==> src/rtl/tmr_rx_pkg.sv <==
// Shared types and helpers for the triplicated serial-to-parallel receiver.
// State encoding, the 2-of-3 majority primitive and the error counter width.
package tmr_rx_pkg;

  typedef enum logic [1:0] {
    IDLE  = 2'b00,
    SHIFT = 2'b01,
    HOLD  = 2'b10
  } rx_state_t;

  localparam int ERR_CNT_W = 8;

  // Single-bit 2-of-3 majority; callers apply it bit by bit, so it works for any width.
  function automatic logic maj3(input logic a, input logic b, input logic c);
    return (a & b) | (a & c) | (b & c);
  endfunction

endpackage

==> src/rtl/sipo_rx_copy.sv <==
// One non-redundant receiver copy: FSM, bit counter and shift register.
// When 'correct' is high the copy reloads the supplied (voted) state
// instead of advancing, which is how the top scrubs a disagreeing copy.
module sipo_rx_copy
  import tmr_rx_pkg::*;
#(
  parameter int width     = 4,
  parameter bit MSB_FIRST = 1'b0,
  localparam int CW       = $clog2(width)
) (
  input  logic             clk,
  input  logic             rst,
  input  logic             enable,
  input  logic             start,
  input  logic             serial_in,
  input  logic             out_ready,
  input  logic             correct,
  input  rx_state_t        correct_state,
  input  logic [CW-1:0]    correct_count,
  input  logic [width-1:0] correct_data,
  output rx_state_t        state_o,
  output logic [CW-1:0]    count_o,
  output logic [width-1:0] data_o
);

  localparam logic [CW-1:0] LAST_BIT = CW'(width - 1);

  rx_state_t          state_q, state_d;
  logic [CW-1:0]      count_q, count_d;
  logic [width-1:0]   data_q, data_d;
  logic [width-1:0]   shifted;

  // Word with serial_in shifted in, in the configured bit order.
  always_comb begin
    if (MSB_FIRST) shifted = {data_q[width-2:0], serial_in};
    else           shifted = {serial_in, data_q[width-1:1]};
  end

  // Next-state logic: scrub has priority, otherwise the normal frame FSM.
  always_comb begin
    // NOTE: every output of this block gets a default first, so no path can leave a latch behind.
    state_d = state_q;
    count_d = count_q;
    data_d  = data_q;
    if (correct) begin
      state_d = correct_state;
      count_d = correct_count;
      data_d  = correct_data;
    end else begin
      unique case (state_q)
        IDLE: begin
          if (enable && start) begin
            data_d  = shifted;
            count_d = CW'(1);
            state_d = SHIFT;
          end
        end
        SHIFT: begin
          if (enable) begin
            data_d = shifted;
            if (count_q == LAST_BIT) begin
              count_d = '0;
              state_d = HOLD;
            end else begin
              count_d = count_q + CW'(1);
            end
          end
        end
        HOLD: begin
          if (out_ready && enable && start) begin
            data_d  = shifted;
            count_d = CW'(1);
            state_d = SHIFT;
          end else if (out_ready) begin
            state_d = IDLE;
          end
        end
        default: begin
          // Unused encoding (only reachable through multiple upsets): recover to IDLE.
          count_d = '0;
          state_d = IDLE;
        end
      endcase
    end
  end

  // State, counter and data registers.
  always_ff @(posedge clk or negedge rst) begin
    // NOTE: the data register is reset too, so a discarded frame can never leak onto parallel_out.
    if (!rst) begin
      state_q <= IDLE;
      count_q <= '0;
      data_q  <= '0;
    end else begin
      // NOTE: non-blocking assignments here so all registers update from pre-edge values.
      state_q <= state_d;
      count_q <= count_d;
      data_q  <= data_d;
    end
  end

  assign state_o = state_q;
  assign count_o = count_q;
  assign data_o  = data_q;

endmodule

==> src/rtl/tmr_sipo_receiver.sv <==
// Triplicated serial-to-parallel receiver with valid/ready output.
// Three sipo_rx_copy instances are majority-voted bit by bit; outputs come
// from the vote and any copy that disagrees is reloaded with the vote.
// Optional feature: define TMR_SIPO_ERR_CNT_EN to add the saturating
// err_count output counting cycles on which a disagreement was seen.
module tmr_sipo_receiver
  import tmr_rx_pkg::*;
#(
  parameter int width     = 4,
  parameter bit MSB_FIRST = 1'b0
) (
  input  logic             clk,
  input  logic             rst,
  input  logic             enable,
  input  logic             start,
  input  logic             serial_in,
  input  logic             out_ready,
  output logic             out_valid,
  output logic [width-1:0] parallel_out,
  output logic             busy,
  output logic             mismatch
`ifdef TMR_SIPO_ERR_CNT_EN
  ,
  output logic [ERR_CNT_W-1:0] err_count
`endif
);

  localparam int CW = $clog2(width);

  rx_state_t        cp_state [3];
  logic [CW-1:0]    cp_count [3];
  logic [width-1:0] cp_data  [3];

  logic [1:0]       vote_state_bits;
  rx_state_t        vote_state;
  logic [CW-1:0]    vote_count;
  logic [width-1:0] vote_data;
  logic [2:0]       disagree;
  logic             mismatch_q;

  sipo_rx_copy #(.width(width), .MSB_FIRST(MSB_FIRST)) u_copy0 (
    .clk(clk), .rst(rst), .enable(enable), .start(start), .serial_in(serial_in),
    .out_ready(out_ready), .correct(disagree[0]), .correct_state(vote_state),
    .correct_count(vote_count), .correct_data(vote_data),
    .state_o(cp_state[0]), .count_o(cp_count[0]), .data_o(cp_data[0])
  );

  sipo_rx_copy #(.width(width), .MSB_FIRST(MSB_FIRST)) u_copy1 (
    .clk(clk), .rst(rst), .enable(enable), .start(start), .serial_in(serial_in),
    .out_ready(out_ready), .correct(disagree[1]), .correct_state(vote_state),
    .correct_count(vote_count), .correct_data(vote_data),
    .state_o(cp_state[1]), .count_o(cp_count[1]), .data_o(cp_data[1])
  );

  sipo_rx_copy #(.width(width), .MSB_FIRST(MSB_FIRST)) u_copy2 (
    .clk(clk), .rst(rst), .enable(enable), .start(start), .serial_in(serial_in),
    .out_ready(out_ready), .correct(disagree[2]), .correct_state(vote_state),
    .correct_count(vote_count), .correct_data(vote_data),
    .state_o(cp_state[2]), .count_o(cp_count[2]), .data_o(cp_data[2])
  );

  // Bitwise 2-of-3 vote over state encoding, counter and data.
  always_comb begin
    vote_state_bits = '0;
    vote_count      = '0;
    vote_data       = '0;
    for (int b = 0; b < 2; b++)
      vote_state_bits[b] = maj3(cp_state[0][b], cp_state[1][b], cp_state[2][b]);
    for (int b = 0; b < CW; b++)
      vote_count[b] = maj3(cp_count[0][b], cp_count[1][b], cp_count[2][b]);
    for (int b = 0; b < width; b++)
      vote_data[b] = maj3(cp_data[0][b], cp_data[1][b], cp_data[2][b]);
  end

  assign vote_state = rx_state_t'(vote_state_bits);

  // Flag each copy whose full state differs from the vote; it is reloaded next clock.
  always_comb begin
    disagree = '0;
    for (int i = 0; i < 3; i++)
      disagree[i] = (cp_state[i] != vote_state) || (cp_count[i] != vote_count) ||
                    (cp_data[i] != vote_data);
  end

  // Registered disagreement flag.
  always_ff @(posedge clk or negedge rst) begin
    if (!rst) mismatch_q <= 1'b0;
    else      mismatch_q <= |disagree;
  end

`ifdef TMR_SIPO_ERR_CNT_EN
  logic [ERR_CNT_W-1:0] err_count_q;

  // Saturating count of cycles with a detected disagreement.
  always_ff @(posedge clk or negedge rst) begin
    if (!rst)                                    err_count_q <= '0;
    else if (|disagree && (err_count_q != '1))   err_count_q <= err_count_q + ERR_CNT_W'(1);
  end

  assign err_count = err_count_q;
`endif

  assign out_valid    = (vote_state == HOLD);
  assign busy         = (vote_state == SHIFT);
  assign parallel_out = vote_data;
  assign mismatch     = mismatch_q;

endmodule

==> config.mk <==
export PLATFORM = sky130hd
export DESIGN_NAME = tmr_sipo_receiver
export DESIGN_NICKNAME = d
export VERILOG_FILES = /design/src/rtl/tmr_rx_pkg.sv /design/src/rtl/sipo_rx_copy.sv /design/src/rtl/tmr_sipo_receiver.sv
export SDC_FILE = /design/constraint.sdc
export NUM_CORES = 1
export LEC_CHECK = 0
export CAP_MARGIN = 20
export CORE_MARGIN = 2
export CORE_UTILIZATION = 45
export CTS_CLUSTER_SIZE = 40
export DETAILED_ROUTE_END_ITERATION = 6
export GPL_ROUTABILITY_DRIVEN = 1
export PLACE_DENSITY = 0.67
export SYNTH_ARGS = -nofsm -noshare
export SYNTH_HDL_FRONTEND = slang
export SYNTH_HIERARCHICAL = 1
export SYNTH_SLANG_ARGS = --single-unit
==> constraint.sdc <==
create_clock -name clk -period 2.7 [get_ports clk]
set_input_delay 0.27 -clock clk [delete_from_list [all_inputs] [get_ports clk]]
set_output_delay 0.27 -clock clk [all_outputs]
set_load 0.01 [all_outputs]
==> impl_metrics.yaml, run 1 <==
outcome:
  status: "complete, no violations"
critical_path:
  r2r_start: "u_copy2/state_o[0]"
  critPathRequiredTime_ps: 2860
  cp_max_fo: 15
  reg2regPathDepth: 5
  crit_type: "reg2reg"
  arrival_ps: 2610
  regToRegSetupSlack_ps: 250
  cp-start-kind: "flip-flop"
  end_kind: "flip-flop"
  worstReg2RegEnd: "u_copy1/data_o[1]"
logic_synthesis:
  ys_ff_latch: 25
  yosysUniqueCellTypes: 36
  yosys_warnings: 6
  syn-num-nets: 223
  synthCells: 214
  syn_area_sq_um: 2090
  seq_area_frac_synth_pct: 30.0
  postSynthAreaPerCell_sq_um: 9.76
sta:
  rsz0062_at_grt: "no"
  drv_slew: 0
  relSlewSlack_pct: 67.9
  max_freq_ghz: 0.409
  setup_tns_ps: 0
  setup-violations-final: 0
  fin_crit_ps: 2450
  hold_violations: 0
  finalCritPeriodShare_pct: 90.6
  worst_pin_slew_ps: 480
  hold_ws_ps: 357
  skew_ps: 8.83
grt:
  grt_pass1_vias: 1546
  grt_pass1_wl_um: 7910
  antenna_found_initial: 0
  track_usage_pct: 19.7
  grt_start_max_net_pins: 26
  grt_overflow: 0
clocking:
  numCtsBuffers: 3
  ctsRootBufferMaster: "clkbuf_8"
  clk_latency_ps: 280
  clock_sinks: 25
  clock_path_buffers: 2
  htreeDepth: 1
  post-cts-setup-buffers: 0
  tritoncts: "built"
  holdBufCountCts: 0
  clkSlewWorstSetupHoldPaths_ps: 90
  cts_resized: 0
layout:
  area_growth_pct: 11.6
  antennaDiodeCount: 0
  nets: 243
  final_cell_mix: "25 x dfrtp_1, 20 x nor2_1, 18 x mux2_4"
  fin_util_pct: 52.8
  final_common_cell: "dfrtp_1"
  drive_gt1_share_pct: 28.3
placed_design:
  hpwl_um: 3400
  routabilityCongestion: 0.821
  portBuffers: 12
hold_path:
  hp-class: "in2async"
die:
  die_height_um: 72.1
  coreArea_sq_um: 4410
  dieWidth_um: 72.1
  rows: 24
  die_area_sq_um: 5200
  pin_count: 13
  start_util_pct: 47.3
pwr:
  finalPower_uw: 2930
  powerDensity_nw_per_um2: 1260
  ir_drop_uv: 614
  cellLeakagePower_uw: 0.000941
routing:
  via_count: 1690
  drc: 0
  drtIter0Drc: 135
  firstDrtPassIters: 5
  viasPerCell: 5.93
  ant_nets: 0
  post_drt_wl_per_cell_um: 17.0
  wirelength_um: 4850
job:
  drv_cap: 0
-- area by class of cell --
cell class	instances	area, sq um
Fill cell	407	2080
Timing Repair Buffer	18	165
Tap cell	52	65.1
Multi-Input combinational cell	182	1410
Sequential cell	25	626
Clock buffer	4	45.0
Inverter	4	15.0
-- power breakdown --
group / switching [uW] / internal, uW
logic: 874 / 1040
registers: 280 / 504
clock network: 125 / 106
-- flip-flops by register name, indices dropped and copies added, names as in the netlist --
name and flops:
u_copy1/state_o 2, u_copy0/data_o 4, u_copy2/state_o 2, u_copy0/count_o 2
u_copy1/data_o 4, u_copy1/count_o 2, u_copy2/count_o 2, u_copy2/data_o 4
u_copy0/state_o 2, mismatch 1
-- stage by stage --
stage	setup slack, ps	cells	cell area [sq um]
2_1_floorplan	476	214	2090
3_3_place_gp	312	281	2280
3_5_place_dp	277	281	2280
4_1_cts	258	285	2330
5_1_grt	185	285	2330
6_report	253	285	2330
-- worst max-delay path by stage --
stage,from,end,slack [ps]
6_report,u_copy2/state_o[0],u_copy1/data_o[1],250
5_1_grt,u_copy2/state_o[0],u_copy1/data_o[1],190
4_1_cts,u_copy0/state_o[0],u_copy1/data_o[1],260
3_5_place_dp,u_copy2/state_o[0],u_copy1/data_o[1],280
3_3_place_gp,u_copy0/state_o[0],u_copy1/data_o[1],310
2_1_floorplan,u_copy2/state_o[1],u_copy0/data_o[1],480
-- metal layers --
| metal | vias up | GRT usage, % | wire length, um |
|---|---|---|---|
| met5 | - | 0 | 0 |
| met4 | 0 | 5.03 | 65 |
| met3 | 6 | 3.89 | 143 |
| met2 | 27 | 30.9 | 2280 |
| met1 | 811 | 27.8 | 2360 |
| li1 | 846 | - | - |
-- critical path, stage by stage (launching register included) --
cell	delay, ps
dfrtp_1	560
a21oi_2	270
o221ai_1	180
or4_4	700
mux2_4	350
mux2_4	270
-- cell usage after synthesis --
| library cell | number | share of area [%] |
|---|---|---|
| nand2b_2 | 3 | 1.3 |
| or4_1 | 1 | 0.36 |
| nor4_1 | 2 | 0.60 |
| nand4_1 | 4 | 1.2 |
| o221ai_1 | 2 | 0.84 |
| o22ai_1 | 3 | 0.90 |
| mux2_2 | 15 | 8.1 |
| mux2i_1 | 1 | 0.48 |
| or3b_2 | 10 | 4.2 |
| nand4bb_1 | 1 | 0.54 |
| a21oi_2 | 4 | 1.7 |
| o21a_1 | 8 | 2.9 |
| nand2_1 | 13 | 2.3 |
| o21bai_1 | 3 | 1.1 |
| and3b_1 | 1 | 0.42 |
| dfrtp_1 | 25 | 30 |
| nor3_1 | 2 | 0.48 |
| a21oi_1 | 16 | 3.8 |
| o21ai_0 | 10 | 2.4 |
| nor2_1 | 20 | 3.6 |
| nor3b_1 | 2 | 0.72 |
| buf_6 | 3 | 1.6 |
| a31oi_1 | 3 | 0.90 |
| o31ai_1 | 3 | 1.1 |
| mux2_4 | 18 | 13 |
| or4_4 | 1 | 0.54 |
| and2b_2 | 3 | 1.3 |
| nor2_4 | 3 | 1.6 |
| inv_1 | 4 | 0.72 |
| nand2b_1 | 7 | 2.1 |
| ha_1 | 3 | 1.8 |
| or2b_1 | 1 | 0.36 |
| a211oi_1 | 3 | 1.1 |
| o2111ai_1 | 1 | 0.42 |
| and4b_1 | 3 | 1.4 |
| nand3b_1 | 12 | 4.3 |
-- logic make-up (layout without fill, tap and decap cells) --
logic type | after synthesis | count (layout) | share of synthesized area, %
flip-flops | 25 | 25 | 30.0
adder cells (fa/ha/maj) | 3 | 3 | 1.80
buffers and inverters | 7 | 26 | 2.34
multiplexers | 34 | 34 | 21.5
AO/OA/AOI/OAI | 56 | 56 | 17.1
AND/OR/NAND/NOR | 89 | 89 | 27.3
Note: power is estimated with default switching activity, not from simulation.
==> run 2, diff against run 1 <==
- REMOVE_ABC_BUFFERS: not set -> 1
- SKIP_LAST_GASP: not set -> 1
==> run 2 against run 1 <==
Net effect:
- setup slack better by 22 ps
- combinational power shrank 2%
- critical path depth unchanged
- register-to-register slack improved by 20 ps
- clock power is 2% lower
- clock-buffer cell count shrank 1
- critical endpoint is now u_copy1/data_o[3]
- largest cell class unchanged
- largest power group unchanged
==> impl_metrics.yaml, run 2 (synthesis results as in run 1) <==
die:
  die_area_sq_um: 5200
  coreArea_sq_um: 4410
  pin_count: 13
  rows: 24
  dieWidth_um: 72.1
  die_height_um: 72.1
  start_util_pct: 47.3
pwr:
  p_int_uw: 1650
  seqPwrFrac_pct: 27.3
  ir_drop_uv: 675
  powerDensity_nw_per_um2: 1240
  p_sw_share_pct: 43.0
  p_sw_uw: 1240
  cellLeakagePower_uw: 0.000943
  p_clk_share_pct: 7.8
  combPwrFrac_pct: 64.8
sta:
  max_freq_ghz: 0.412
  fin_crit_ps: 2430
  hold_violations: 0
  relSlewSlack_pct: 67.1
  setup-violations-final: 0
  worst_pin_slew_ps: 492
  skew_ps: 3.54
  drv_slew: 0
  finalCritPeriodShare_pct: 89.8
  rsz0062_at_grt: "no"
  setup_tns_ps: 0
routing:
  post_drt_wl_per_cell_um: 17.0
  via_count: 1706
  viasPerCell: 5.99
  ant_nets: 0
  drc: 0
  firstDrtPassIters: 4
  drtIter0Drc: 161
  wirelength_um: 4840
clocking:
  clkSlewWorstSetupHoldPaths_ps: 90
  post-cts-setup-buffers: 0
  htreeDepth: 1
  clock_sinks: 25
  clock_path_buffers: 2
  clk_latency_ps: 270
  holdBufCountCts: 0
  ctsRootBufferMaster: "clkbuf_8"
  cts_resized: 0
  tritoncts: "built"
  numCtsBuffers: 3
grt:
  grt_overflow: 0
  antenna_found_initial: 0
  track_usage_pct: 20.2
  grt_pass1_vias: 1574
  grt_pass1_wl_um: 8110
  grt_start_max_net_pins: 26
critical_path:
  end_kind: "flip-flop"
  cp-start-kind: "flip-flop"
  crit_type: "reg2reg"
  regToRegSetupSlack_ps: 270
  critPathRequiredTime_ps: 2870
  cp_max_fo: 15
  arrival_ps: 2590
placed_design:
  hpwl_um: 3510
  routabilityCongestion: 0.867
  portBuffers: 12
  placed_area_sq_um: 2280
layout:
  nFillCells: 399
  antennaDiodeCount: 0
  final_cell_mix: "25 x dfrtp_1, 20 x nor2_1, 18 x mux2_4"
  area_growth_pct: 11.6
  drive_gt1_share_pct: 28.8
  nets: 243
  final_area_sq_um: 2330
  final_common_cell: "dfrtp_1"
outcome:
  status: "complete, no violations"
job:
  drv_cap: 0
hold_path:
  hp-class: "in2async"
run 2: power groups by stage:
stage	Combinational (uW)	Clock, uW	Sequential (uW)
floorplan	1450	0	706
global placement	1850	0	786
detailed placement	1870	0	794
CTS	1880	236	786
global route	2040	255	831
finish	1870	226	790
run 2: final timing paths:
kind	startpoint	endpoint	depth (start not counted)
min in group clk	u_copy1/data_o[0]	u_copy1/data_o[0]	1
max in group asynchronous	rst	u_copy1/count_o[1]	2
setup reg to reg	u_copy0/state_o[0]	u_copy1/data_o[3]	5
hold reg to reg	u_copy1/data_o[0]	u_copy1/data_o[0]	1
setup / recovery	u_copy0/state_o[0]	u_copy1/data_o[3]	5
hold / removal	rst	u_copy2/count_o[1]	2
run 2: area by class of cell:
class	count	area [sq um]	share of cell area, %
multi-input combinational	182	1410	60.7
sequential	25	626	26.8
timing repair buffer	18	165	7.09
tap	52	65.1	2.79
clock buffer	3	41.3	1.77
inverter	4	15.0	0.644
clock inverter	1	5.00	0.215
run 2: routing by layer:
metal	routed length [um]	GRT usage [%]	share of wire (%)
met1	2410	32.0	50
met2	2100	28.3	43
met3	269	2.36	5.6
met4	59	6.29	1.2
met5	0	0	0
run 2: critical path, cell delays in order (launching register included):
cell      delay (ps)
dfrtp_1          550
a21oi_2          250
o221ai_1         200
or4_4            710
nor2_4           280
mux2_4           320
run 2: metrics by stage:
step	std cells	worst slack, ps	total power, uW	hold slack, ps	util, %
after floorplan	211	439	2150	-25.6	-
after global placement	281	303	2630	624	51.8
after detailed placement	281	293	2660	634	51.8
after CTS	285	279	2900	359	52.8
after global routing	285	177	3130	390	52.8
final	285	275	2890	357	52.8
==> run 3, diff against run 2 <==
- REMOVE_ABC_BUFFERS: 1 -> not set
- SLEW_MARGIN: not set -> 20
==> results of run 3 <==
Same layout as run 1: the final DEF is identical, and so are final timing and power.
